## config.mk

```make
export PLATFORM = sky130hd
export DESIGN_NAME = serial_subtractor
export DESIGN_NICKNAME = d
export VERILOG_FILES = /design/src/rtl/serial_subtractor.sv
export SDC_FILE = /design/constraint.sdc
export NUM_CORES = 1
export LEC_CHECK = 0
export CAP_MARGIN = 25
export CORE_ASPECT_RATIO = 1.5
export CORE_MARGIN = 8
export CORE_UTILIZATION = 30
export DETAILED_ROUTE_END_ITERATION = 8
export HOLD_SLACK_MARGIN = 0.03
export PLACE_DENSITY = 0.52
export SYNTH_ARGS = -nofsm -noshare
export SYNTH_HDL_FRONTEND = slang
export SYNTH_SLANG_ARGS = --single-unit
export TNS_END_PERCENT = 10
```

## constraint.sdc

```tcl
create_clock -name CLK -period 4.2 [get_ports CLK]
set_clock_uncertainty 0.1 [all_clocks]
set_input_delay 0.42 -clock CLK [delete_from_list [all_inputs] [get_ports CLK]]
set_output_delay 0.42 -clock CLK [all_outputs]
set_load 0.02 [all_outputs]
```

## src/rtl/serial_subtractor.sv

```systemverilog
// Bit-serial two's-complement subtractor: Diff = A - B - Bin, one bit per clock, LSB first.
// A single full-subtractor cell plus a borrow flip-flop; operands loaded and result presented in parallel.
module serial_subtractor #(
    parameter int WIDTH = 8,
    parameter int CW    = 4
) (
    input  logic             CLK,
    input  logic             RST,
    input  logic             Start,
    input  logic [WIDTH-1:0] A,
    input  logic [WIDTH-1:0] B,
    input  logic             Bin,
    output logic             Busy,
    output logic             Done,
    output logic [WIDTH-1:0] Diff,
    output logic             Bout,
    output logic             Ovf
);

    localparam logic [1:0]    S_IDLE = 2'd0;
    localparam logic [1:0]    S_RUN  = 2'd1;
    localparam logic [1:0]    S_DONE = 2'd2;
    localparam logic [CW-1:0] LAST   = CW'(WIDTH - 1);

    function automatic logic fs_diff(input logic a, input logic b, input logic bi);
        return a ^ b ^ bi;
    endfunction

    function automatic logic fs_borrow(input logic a, input logic b, input logic bi);
        return (~a & b) | (~(a ^ b) & bi);
    endfunction

    logic [1:0]       state_q, state_d;
    logic [WIDTH-1:0] sha_q, sha_d;
    logic [WIDTH-1:0] shb_q, shb_d;
    // Only WIDTH-1 earlier bits are stored; the final bit joins them on the completion edge.
    logic [WIDTH-2:0] res_q, res_d;
    logic             borrow_q, borrow_d;
    logic [CW-1:0]    cnt_q, cnt_d;
    logic             amsb_q, amsb_d;
    logic             bmsb_q, bmsb_d;
    logic [WIDTH-1:0] diff_q, diff_d;
    logic             bout_q, bout_d;
    logic             ovf_q, ovf_d;
    logic             busy_q, busy_d;
    logic             done_q, done_d;

    logic             bit_d_s;
    logic             bit_bo_s;
    logic [WIDTH-1:0] res_full_s;

    // Full-subtractor cell and next-state logic for the controller and datapath.
    always_comb begin
        state_d    = state_q;
        sha_d      = sha_q;
        shb_d      = shb_q;
        res_d      = res_q;
        borrow_d   = borrow_q;
        cnt_d      = cnt_q;
        amsb_d     = amsb_q;
        bmsb_d     = bmsb_q;
        diff_d     = diff_q;
        bout_d     = bout_q;
        ovf_d      = ovf_q;
        busy_d     = busy_q;
        done_d     = 1'b0;
        bit_d_s    = fs_diff(sha_q[0], shb_q[0], borrow_q);
        bit_bo_s   = fs_borrow(sha_q[0], shb_q[0], borrow_q);
        res_full_s = {bit_d_s, res_q};

        case (state_q)
            S_IDLE, S_DONE: begin
                if (Start) begin
                    state_d  = S_RUN;
                    sha_d    = A;
                    shb_d    = B;
                    borrow_d = Bin;
                    amsb_d   = A[WIDTH-1];
                    bmsb_d   = B[WIDTH-1];
                    cnt_d    = {CW{1'b0}};
                    busy_d   = 1'b1;
                end else begin
                    state_d  = S_IDLE;
                    busy_d   = 1'b0;
                end
            end
            S_RUN: begin
                sha_d    = {1'b0, sha_q[WIDTH-1:1]};
                shb_d    = {1'b0, shb_q[WIDTH-1:1]};
                res_d    = res_full_s[WIDTH-1:1];
                borrow_d = bit_bo_s;
                cnt_d    = cnt_q + CW'(1);
                if (cnt_q == LAST) begin
                    state_d = S_DONE;
                    diff_d  = res_full_s;
                    bout_d  = bit_bo_s;
                    ovf_d   = (amsb_q != bmsb_q) && (bit_d_s != amsb_q);
                    done_d  = 1'b1;
                    busy_d  = 1'b0;
                end else begin
                    state_d = S_RUN;
                end
            end
            default: begin
                state_d = S_IDLE;
                busy_d  = 1'b0;
            end
        endcase
    end

    // State and datapath registers with synchronous reset.
    always_ff @(posedge CLK) begin
        if (RST) begin
            state_q  <= S_IDLE;
            sha_q    <= {WIDTH{1'b0}};
            shb_q    <= {WIDTH{1'b0}};
            res_q    <= {(WIDTH-1){1'b0}};
            borrow_q <= 1'b0;
            cnt_q    <= {CW{1'b0}};
            amsb_q   <= 1'b0;
            bmsb_q   <= 1'b0;
            diff_q   <= {WIDTH{1'b0}};
            bout_q   <= 1'b0;
            ovf_q    <= 1'b0;
            busy_q   <= 1'b0;
            done_q   <= 1'b0;
        end else begin
            state_q  <= state_d;
            sha_q    <= sha_d;
            shb_q    <= shb_d;
            res_q    <= res_d;
            borrow_q <= borrow_d;
            cnt_q    <= cnt_d;
            amsb_q   <= amsb_d;
            bmsb_q   <= bmsb_d;
            diff_q   <= diff_d;
            bout_q   <= bout_d;
            ovf_q    <= ovf_d;
            busy_q   <= busy_d;
            done_q   <= done_d;
        end
    end

    assign Busy = busy_q;
    assign Done = done_q;
    assign Diff = diff_q;
    assign Bout = bout_q;
    assign Ovf  = ovf_q;

endmodule

```

==> qor.yml, run 1 <==
run_status:
  status: "finished clean"
timing:
  max_freq_mhz: 559
  final.setup.tns_ns: 0
  setup-violations-final: 0
  slew_viol_final: 0
  worst_pin_slew_ns: 0.851
  hold_viol: 0
  slew_headroom: 0.433
  fin_crit_sh: 0.426
  rsz0062_at_grt: "no"
  postLayoutSetupSlackWorst_ns: 2.41
  period_minus_slack_ns: 1.79
final_layout:
  area_growth_pct: 25.0
  diodes: 0
  drive_above_1_share: 0.0708
  n_fill_cell: 607
  nets: 247
  final_util: 0.385
  final_common_cell: "dfxtp_1"
  finish.instance_area_um2: 2210
  mostFrequentLayoutCells: "44 x dfxtp_1, 42 x a21oi_1, 31 x clkdlybuf4s50_1"
worst_setup_path:
  crit_buf_inv: 1
  path_max_fanout: 2
  cpLargestDelayFamily: "buffers and inverters"
  crit_path_cell_trace: "clkdlybuf4s50_1"
  cp-start-kind: "flip-flop"
  worstSetupPathType: "reg -> out"
  crit_arrival_ns: 1.27
  slowest_stage: "clkdlybuf4s50_1"
  end_kind: "output pin"
  slowest_delay_ns: 0.62
  required_ns: 3.68
cts:
  post_cts_buffers: 0
  cts_sinks: 44
  clockBufferDepth: 2
  clock_latency_ns: 0.30
  cts_max_level: 2
  root_buffer: "clkbuf_8"
  cts_made_buffers: 5
  cts_resized: 0
  clk_pin_slew_ns: 0.09
  cts_tree: "built"
  hold_buffers: 0
place:
  gp_congestion: 0.696
  dp_hpwl_um: 2770
  dpl_worst_slack_ns: 2.11
  dpl-instance-area_um2: 2120
  portBuffers: 31
yosys:
  synth_top_area_share: 0.498
  netlist_instances: 200
  yosysTopAreaCell: "dfxtp_1"
  synth.distinct_cells: 27
  synth_seq_cells: 44
  yosys_warnings: 0
  synthesis.nets: 222
  ys_top_cells_by_area: "dfxtp_1 50%, a21oi_1 12%, nand3_1 7.9%, a22oi_1 5.9%, nand2_1 4.0%"
  synth.yosys.seq_area_share: 0.498
  syn_avg_cell_area_um2: 8.85
  synth_area_um2: 1770
hold_path:
  hold_path.class: "reg -> reg"
route:
  firstDrtPassIters: 4
  wirelength_um: 4110
  drtIter0Drc: 69
  wl_per_cell_um: 13.8
  drt-vias-per-instance: 5.04
  drtAntennaViolNets: 0
  vias: 1502
  drc: 0
floorplanning:
  ioPinCount: 32
  start_util: 0.308
  core_area_um2: 5740
  die_x_um: 78.7
  chipHeight_um: 110
  dieArea_um2: 8660
  fp-row-count: 34
flow_run:
  timing.max_cap.violations: 0
global_route:
  overflow: 0
  grt_pass1_vias: 1515
  antenna_found_initial: 0
  grt_max_degree: 38
  grt_pass1_wl_um: 6840
  grt_util_all_layers: 0.0965
power_and_ir_drop:
  p_total_uw: 814
  p_leak_nw: 0.739
  p_per_area_nw_per_um2: 368
  ir_drop_mv: 0.201
-- Yosys cell counts --
library cell,number
mux2_1,1
a2bb2oi_1,1
nand3b_1,1
nor2b_1,1
a211oi_2,1
dfxtp_1,44
fa_1,1
and2b_1,1
nor3b_1,1
buf_2,5
ha_1,1
buf_6,3
mux2_4,1
a21oi_1,42
o21ai_0,8
nand2b_1,3
nor3_1,2
nor2_1,4
a22oi_1,14
a211oi_1,2
clkbuf_1,5
and3b_1,2
buf_4,6
nand2_1,19
inv_1,2
nand3_1,28
nand4_1,1
-- kinds of logic (layout without fill, tap and decap cells) --
logic type	Yosys count	in the layout	synth area share
buf+inv	21	47	0.0735
flops	44	44	0.498
compound gates	68	68	0.221
simple gates	63	63	0.174
fa+ha+maj	2	2	0.0184
mux	2	2	0.0148
-- routing by layer --
metal | vias up | global-route usage | share of wire
met4 | 0 | 0.0399 | 0.014
met1 | 713 | 0.105 | 0.44
met5 | - | 0 | 0
li1 | 758 | - | -
met3 | 6 | 0.0244 | 0.043
met2 | 25 | 0.173 | 0.50
-- final cells by class --
class	count	area, um^2	share of cell area
sequential	44	881	0.398
multi-input combinational	135	758	0.343
timing repair buffer	37	383	0.173
tap	72	90.1	0.0407
clock buffer	5	68.8	0.0311
clock inverter	3	23.8	0.0107
inverter	2	7.51	0.00339
-- sequential cells by signal, summed over array words and instances (netlist names), 2 cells and up --
name     cells
sha_q        8
res_q        7
Diff         8
shb_q        8
state_q      2
cnt_q        4
-- metrics by stage --
| stage | hold slack [ns] | instances |
|---|---|---|
| detailed placement | 0.351 | 290 |
| global route | 0.385 | 298 |
| global placement | 0.348 | 288 |
| CTS | 0.363 | 298 |
| finish | 0.363 | 298 |
| floorplan | 0.337 | 200 |
-- final timing paths --
| path | startpoint | endpoint | slack, ns | cells after the start |
|---|---|---|---|---|
| setup / recovery | Ovf | Ovf | 2.41 | 1 |
| hold / removal | res_q[0] | res_q[0] | 0.36 | 2 |
| setup reg to reg | cnt_q[0] | Diff[7] | 2.62 | 4 |
| hold reg to reg | res_q[0] | res_q[0] | 0.36 | 2 |
-- report_power, final --
group          leakage [nW]  total (mW)  switching, mW  internal [mW]
sequential            0.358       0.443        0.00945          0.433
clock                0.0404       0.272          0.154          0.118
combinational         0.341      0.0996         0.0547         0.0449
Power figures use the tool's default switching activity.
==> run 2: changes to the inputs <==
Settings changed: PLACE_DENSITY 0.52 to 0.53.
Clock period 4.2 ns to 1.6 ns, I/O delays scaled along.
==> run 2 against run 1 <==
Effect of this change: die area unchanged; first-iteration DRC count increased by 110%; setup slack got worse by 2.4 ns; utilization increased by 1.6 points; total power increased to 2.8 times the previous value; sequential power increased to 2.6 times the previous value; count of clock-buffer cells in the layout increased by 1; clock power increased to 3.0 times the previous value; routed wire length increased by 0.24%; hold slack got worse by 0.012 ns; sequential share of layout area decreased by 1.5 points; critical path type is now reg -> reg; largest power group unchanged.
==> qor.yml, run 2 (synthesis results as in run 1) <==
run_status:
  status: "finished clean"
worst_setup_path:
  required_ns: 1.72  # -1.96 ns
  worstSetupPathType: "reg -> reg"
  r2r-end: "Ovf"
  crit_start: "sha_q[0]"
  r2r_slack_ns: 0.04  # -2.58 ns
  cp-start-kind: "flip-flop"
  reg2reg_depth: 4  # unchanged
  path_max_fanout: 4  # +2
  crit_arrival_ns: 1.68  # +0.41 ns
  r2r_start: "sha_q[0]"
  end_kind: "flip-flop"
flow_run:
  timing.max_cap.violations: 0  # unchanged
cts:
  cts_tree: "built"
  clk_pin_slew_ns: 0.08  # about the same
  cts_sinks: 44  # unchanged
  cts_made_buffers: 5  # unchanged
  cts_max_level: 2  # unchanged
  root_buffer: "clkbuf_8"
  clock_latency_ns: 0.29  # about the same
  clockBufferDepth: 2  # unchanged
floorplanning:
  fp-row-count: 34  # unchanged
  core_area_um2: 5740  # unchanged
  dieArea_um2: 8660  # unchanged
  chipHeight_um: 110  # unchanged
  die_x_um: 78.7  # unchanged
  start_util: 0.308  # unchanged
  ioPinCount: 32  # unchanged
power_and_ir_drop:
  p_per_area_nw_per_um2: 990  # +170%
  internal_power_mw: 1.74  # +190%
  switching_power_uw: 540  # +150%
  p_leak_nw: 0.785  # +6.2%
  p_comb_frac: 0.127  # +0.005
  ir_drop_mv: 0.401  # +99%
  p_total_mw: 2.28  # +180%
  switching_share: 0.237  # -0.0314
  pwr-share-clk: 0.363  # +0.029
  seq_power_share: 0.510  # -0.034
final_layout:
  area_growth_pct: 30.2
  multi_input_area_um2: 763  # +0.66%
  final_common_cell: "dfxtp_1"
  diodes: 0  # unchanged
  instances_no_fill: 301  # +1.0%
  drive_above_1_share: 0.0873  # +0.0165
  regArea_um2: 882  # +0.14%
  mostFrequentLayoutCells: "43 x dfxtp_1, 42 x a21oi_1, 31 x clkdlybuf4s50_1"
  nets: 250  # +1.2%
  n_fill_cell: 601  # -0.99%
timing:
  slew_viol_final: 0  # unchanged
  fin_crit_sh: 0.978
  max_freq_mhz: 639
  hold_viol: 0  # unchanged
  worst_pin_slew_ns: 0.320  # -0.531 ns
  slew_headroom: 0.786  # +0.353
  setup-violations-final: 0  # unchanged
  period_minus_slack_ns: 1.56
hold_path:
  min_from: "A[7]"
  hold_path.class: "in -> reg"
  whs_path_depth: 3  # +1
  holdPathEnd: "amsb_q"
global_route:
  grt_pass1_wl_um: 6680  # -2.4%
  grt_pass1_vias: 1416  # -6.5%
  overflow: 0  # unchanged
  grt_max_degree: 41  # +7.9%
  grt_util_all_layers: 0.0965  # about the same
  antenna_found_initial: 0  # unchanged
route:
  drtIter0Drc: 148  # +110%
  drc: 0  # unchanged
  wl_per_cell_um: 13.7  # -0.76%
  drtAntennaViolNets: 0  # unchanged
  vias: 1506  # +0.27%
  drt-vias-per-instance: 5.00  # -0.73%
  firstDrtPassIters: 4  # unchanged
  wirelength_um: 4120  # +0.24%
place:
  dpl.cell_count: 292  # +0.69%
  portBuffers: 31  # unchanged
  gp_congestion: 0.711  # +2.1%
  dp_hpwl_um: 2740  # -1.4%
[run 2: critical path: stages (launching register included)]
cell and delay (ns):
dfxtp_1 0.35, fa_1 0.60, and3b_1 0.17, a21oi_1 0.05, a211oi_2 0.23
[run 2: power groups by stage]
stage	sequential (mW)	combinational [mW]	clock, mW
6_report	1.16	0.291	0.828
2_1_floorplan	1.18	0.177	0
5_1_grt	1.17	0.319	0.896
4_1_cts	1.16	0.288	0.855
3_3_place_gp	1.19	0.284	0
3_5_place_dp	1.19	0.287	0
[run 2: worst max-delay path by stage]
stage               endpoint  slack [ns]  cells past startpoint
finish                   Ovf        0.04                      4
CTS                      Ovf        0.02                      4
global placement         Ovf        0.09                      5
global route             Ovf      -0.008                      4
detailed placement       Ovf        0.04                      4
floorplan                Ovf        0.13                      5
[run 2: metal layers]
metal	up-vias	track usage	part of all wire
met4	0	0.0439	0.017
met2	25	0.174	0.51
met5	-	0	0
li1	765	-	-
met3	6	0.0276	0.052
met1	710	0.101	0.42
[run 2: layout make-up]
class	count	share of cell area
Sequential cell	44	0.383
Multi-Input combinational cell	135	0.331
Timing Repair Buffer	40	0.197
Tap cell	72	0.0391
Clock buffer	6	0.0315
Clock inverter	2	0.0152
Inverter	2	0.00326
[run 2: what timing repair did]
item	in CTS	in global routing
buffers inserted	0	1
hold buffers	0	0
resized for setup	0	2
endpoints found under the setup margin	0	1
[run 2: per-stage QoR]
stage | hold WS, ns | setup TNS [ns] | worst slack [ns] | area, um^2 | utilization
detailed placement | 0.356 | 0 | 0.0419 | 2180 | 0.380
CTS | 0.343 | 0 | 0.0204 | 2290 | 0.399
global placement | 0.348 | 0 | 0.0866 | 2180 | 0.380
global route | 0.386 | -0.00777 | -0.00777 | 2300 | 0.401
floorplan | 0.219 | 0 | 0.134 | 1770 | -
finish | 0.351 | 0 | 0.0358 | 2300 | 0.401
==> run 3: changes to the inputs <==
--- a/config.mk
+++ b/config.mk
@@ -6,4 +6,5 @@
 export NUM_CORES = 1
 export LEC_CHECK = 0
+export ABC_AREA = 1
 export CAP_MARGIN = 25
 export CORE_ASPECT_RATIO = 1.5
@@ -12,5 +13,6 @@
 export DETAILED_ROUTE_END_ITERATION = 8
 export HOLD_SLACK_MARGIN = 0.03
-export PLACE_DENSITY = 0.53
+export PLACE_DENSITY = 0.52
+export SLEW_MARGIN = 10
 export SYNTH_ARGS = -nofsm -noshare
 export SYNTH_HDL_FRONTEND = slang
==> constraint.sdc (replaced) <==
create_clock -name CLK -period 1.6 [get_ports CLK]
set_clock_uncertainty 0.1 [all_clocks]
set_input_delay 0.16 -clock CLK [delete_from_list [all_inputs] [get_ports CLK]]
set_output_delay 0.16 -clock CLK [all_outputs]
set_load 0.01 [all_outputs]
==> run 3 against run 2 <==
Effect of this change: via count increased by 16%; critical endpoint is now Diff[0]; highest routed layer unchanged; sequential share of layout area decreased by 4.0 points; sequential power about the same.
==> qor.yml, run 3 <==
yosys:
  yosys_warnings: 0  # unchanged
  synth.distinct_cells: 24  # -11%
  syn_avg_cell_area_um2: 7.96  # -10%
  synth_area_um2: 2060  # +16%
  synthFlopType: "dfxtp_1"
  ys_top_cells_by_area: "dfxtp_1 43%, nand3_1 12%, nand2_1 8.7%, nand3_2 4.4%, nor2_1 4.2%"
  yosysTopAreaCell: "dfxtp_1"
  synth_top_area_share: 0.427  # -0.0704
  synth_edf_count: 0  # unchanged
  synth.top_cells.by_count: "50 x nand3_1, 48 x nand2_1, 44 x dfxtp_1, 23 x nor2_1, 22 x inv_1"
  synth.yosys.seq_area_share: 0.427  # -0.0704
  synth_seq_cells: 44  # unchanged
  netlist_instances: 259  # +30%
  synthesis.nets: 281  # +27%
  yosysMostFrequentCell: "nand3_1"
  synth-async-reset-ratio: 0  # unchanged
worst_setup_path:
  r2r_start: "shb_q[0]"
  cp-start-kind: "flip-flop"
  worstSetupPathType: "reg -> out"
  cp.depth: 1  # -3
  end_kind: "output pin"
  path_max_fanout: 2  # -2
  crit_start: "Diff[0]"
  reg2reg_depth: 7  # +3
  slowest_stage: "clkdlybuf4s50_1"
  crit_path_cell_trace: "clkdlybuf4s50_1"
  slowest_delay_ns: 0.54  # -0.06 ns
  crit_buf_inv: 1  # +1
  required_ns: 1.34  # -0.38 ns
  crit_arrival_ns: 1.19  # -0.49 ns
  crit_end: "Diff[0]"
  r2r_slack_ns: 0.17  # +0.13 ns
  cpLargestDelayFamily: "buffers and inverters"
  r2r-end: "Ovf"
floorplanning:
  ioPinCount: 32  # unchanged
  die_x_um: 83.7  # +6.3%
  fp-row-count: 37  # +8.8%
  core_area_um2: 6760  # +18%
  chipHeight_um: 118  # +6.8%
  start_util: 0.305  # -0.00317
  dieArea_um2: 9830  # +14%
timing:
  slew_headroom: 0.803  # +0.0171
  holdWs_ns: 0.357  # +0.00590 ns
  final.setup.tns_ns: 0  # unchanged
  period_minus_slack_ns: 1.45  # -0.110 ns
  rsz0062_at_grt: "yes"
  max_freq_mhz: 688  # +7.6%
  slew_viol_final: 0  # unchanged
  fin_crit_sh: 0.909  # -0.0688
  hold_viol: 0  # unchanged
  worst_pin_slew_ns: 0.295  # -0.0254 ns
  postLayoutSetupSlackWorst_ns: 0.146  # +0.110 ns
  setup-violations-final: 0  # unchanged
route:
  drt-vias-per-instance: 4.71  # -5.8%
  drtIter0Drc: 123  # -17%
  firstDrtPassIters: 4  # unchanged
  drc: 0  # unchanged
  wl_per_cell_um: 12.4  # -9.6%
  wirelength_um: 4580  # +11%
  drtAntennaViolNets: 0  # unchanged
  vias: 1743  # +16%
place:
  portBuffers: 31  # unchanged
  dpl_worst_slack_ns: 0.131  # +0.0889 ns
  dp_hpwl_um: 3140  # +15%
  gp_congestion: 0.720  # +1.3%
power_and_ir_drop:
  ir_drop_mv: 0.462  # +15%
  p_leak_nw: 1.04  # +33%
  p_per_area_nw_per_um2: 946  # -4.4%
final_layout:
  area_growth_pct: 24.5
  mostFrequentLayoutCells: "50 x nand3_1, 48 x nand2_1, 44 x dfxtp_1"
  n_fill_cell: 713  # +19%
  nets: 313  # +25%
  diodes: 0  # unchanged
  drive_above_1_share: 0.161  # +0.0736
  final_common_cell: "nand3_1"
cts:
  post_cts_buffers: 0  # unchanged
  clk_pin_slew_ns: 0.09  # about the same
  cts_made_buffers: 5  # unchanged
  cts_max_level: 2  # unchanged
  root_buffer: "clkbuf_8"
  clock_latency_ns: 0.29  # about the same
  clockBufferDepth: 2  # unchanged
  cts_tree: "built"
  cts_sinks: 44  # unchanged
global_route:
  grt_util_all_layers: 0.0949  # -0.00158
  grt_max_degree: 29  # -29%
  antenna_found_initial: 0  # unchanged
  grt_pass1_wl_um: 7850  # +18%
  overflow: 0  # unchanged
  grt_pass1_vias: 1702  # +20%
flow_run:
  timing.max_cap.violations: 0  # unchanged
run_status:
  status: "finished clean"
hold_path:
  hold_path.class: "reg -> reg"
## run 3: cell types whose count changed after synthesis, sizes merged, moves of 2 or more
cell	delta
a211oi	-3
a21oi	-17
a22oi	-14
and3b	-2
inv	+22
mux2	-2
nand2	+32
nand2b	-3
nand3	+31
nor2	+23
nor3	-2
## run 3: worst min-delay path by stage
stage | startpoint | endpoint | cells past startpoint
2_1_floorplan | A[7] | amsb_q | 2
3_3_place_gp | res_q[0] | res_q[0] | 2
3_5_place_dp | res_q[0] | res_q[0] | 2
4_1_cts | res_q[0] | res_q[0] | 2
5_1_grt | B[7] | bmsb_q | 3
6_report | res_q[0] | res_q[0] | 2
## run 3: metal layers
layer	global-route usage	up-vias	part of all wire
met2	0.160	44	0.51
met5	0	-	0
met1	0.109	789	0.44
li1	-	908	-
met3	0.0305	2	0.046
met4	0.0325	0	0.0079
## run 3: cell type report
type,instances,area (um^2),area share
clock buffer,6,82.6,0.0322
clock inverter,2,38.8,0.0151
inverter,24,95.1,0.0371
multi-input combinational,175,973,0.379
sequential,44,881,0.343
tap,78,97.6,0.0380
timing repair buffer,41,398,0.155
## run 3: timing repair
item | 4_1_cts | 5_1_grt
hold buffers | 0 | 0
gates resized for setup | 0 | 3
setup endpoints to repair | 0 | 9
## run 3: metrics by stage
step                cell area [um^2]   util  power, mW  instances
floorplan                       2060      -       1.46        259
global placement                2420  0.358       1.55        361
detailed placement              2420  0.358       1.55        361
CTS                             2540  0.376       2.47        369
global route                    2570  0.380       2.57        370
finish                          2570  0.380       2.43        370
## run 3: power by group
group,switching (mW),internal (mW)
sequential,0.0376,1.15
clock,0.391,0.511
combinational,0.189,0.150
total,0.617,1.81
## run 3: kinds of logic (layout without fill, tap and decap cells)
| family | Yosys count | after routing | synth area share |
|---|---|---|---|
| adder cells (fa/ha/maj) | 2 | 2 | 0.0158 |
| buffers and inverters | 41 | 73 | 0.114 |
| AO/OA/AOI/OAI | 34 | 34 | 0.0990 |
| AND/OR/NAND/NOR | 138 | 139 | 0.344 |
| flip-flops | 44 | 44 | 0.427 |
## run 3: tightest hold or removal path, cell delays in order, from the launching register on
cell and delay (ns):
dfxtp_1 0.31, inv_1 0.06, a21oi_1 0.05
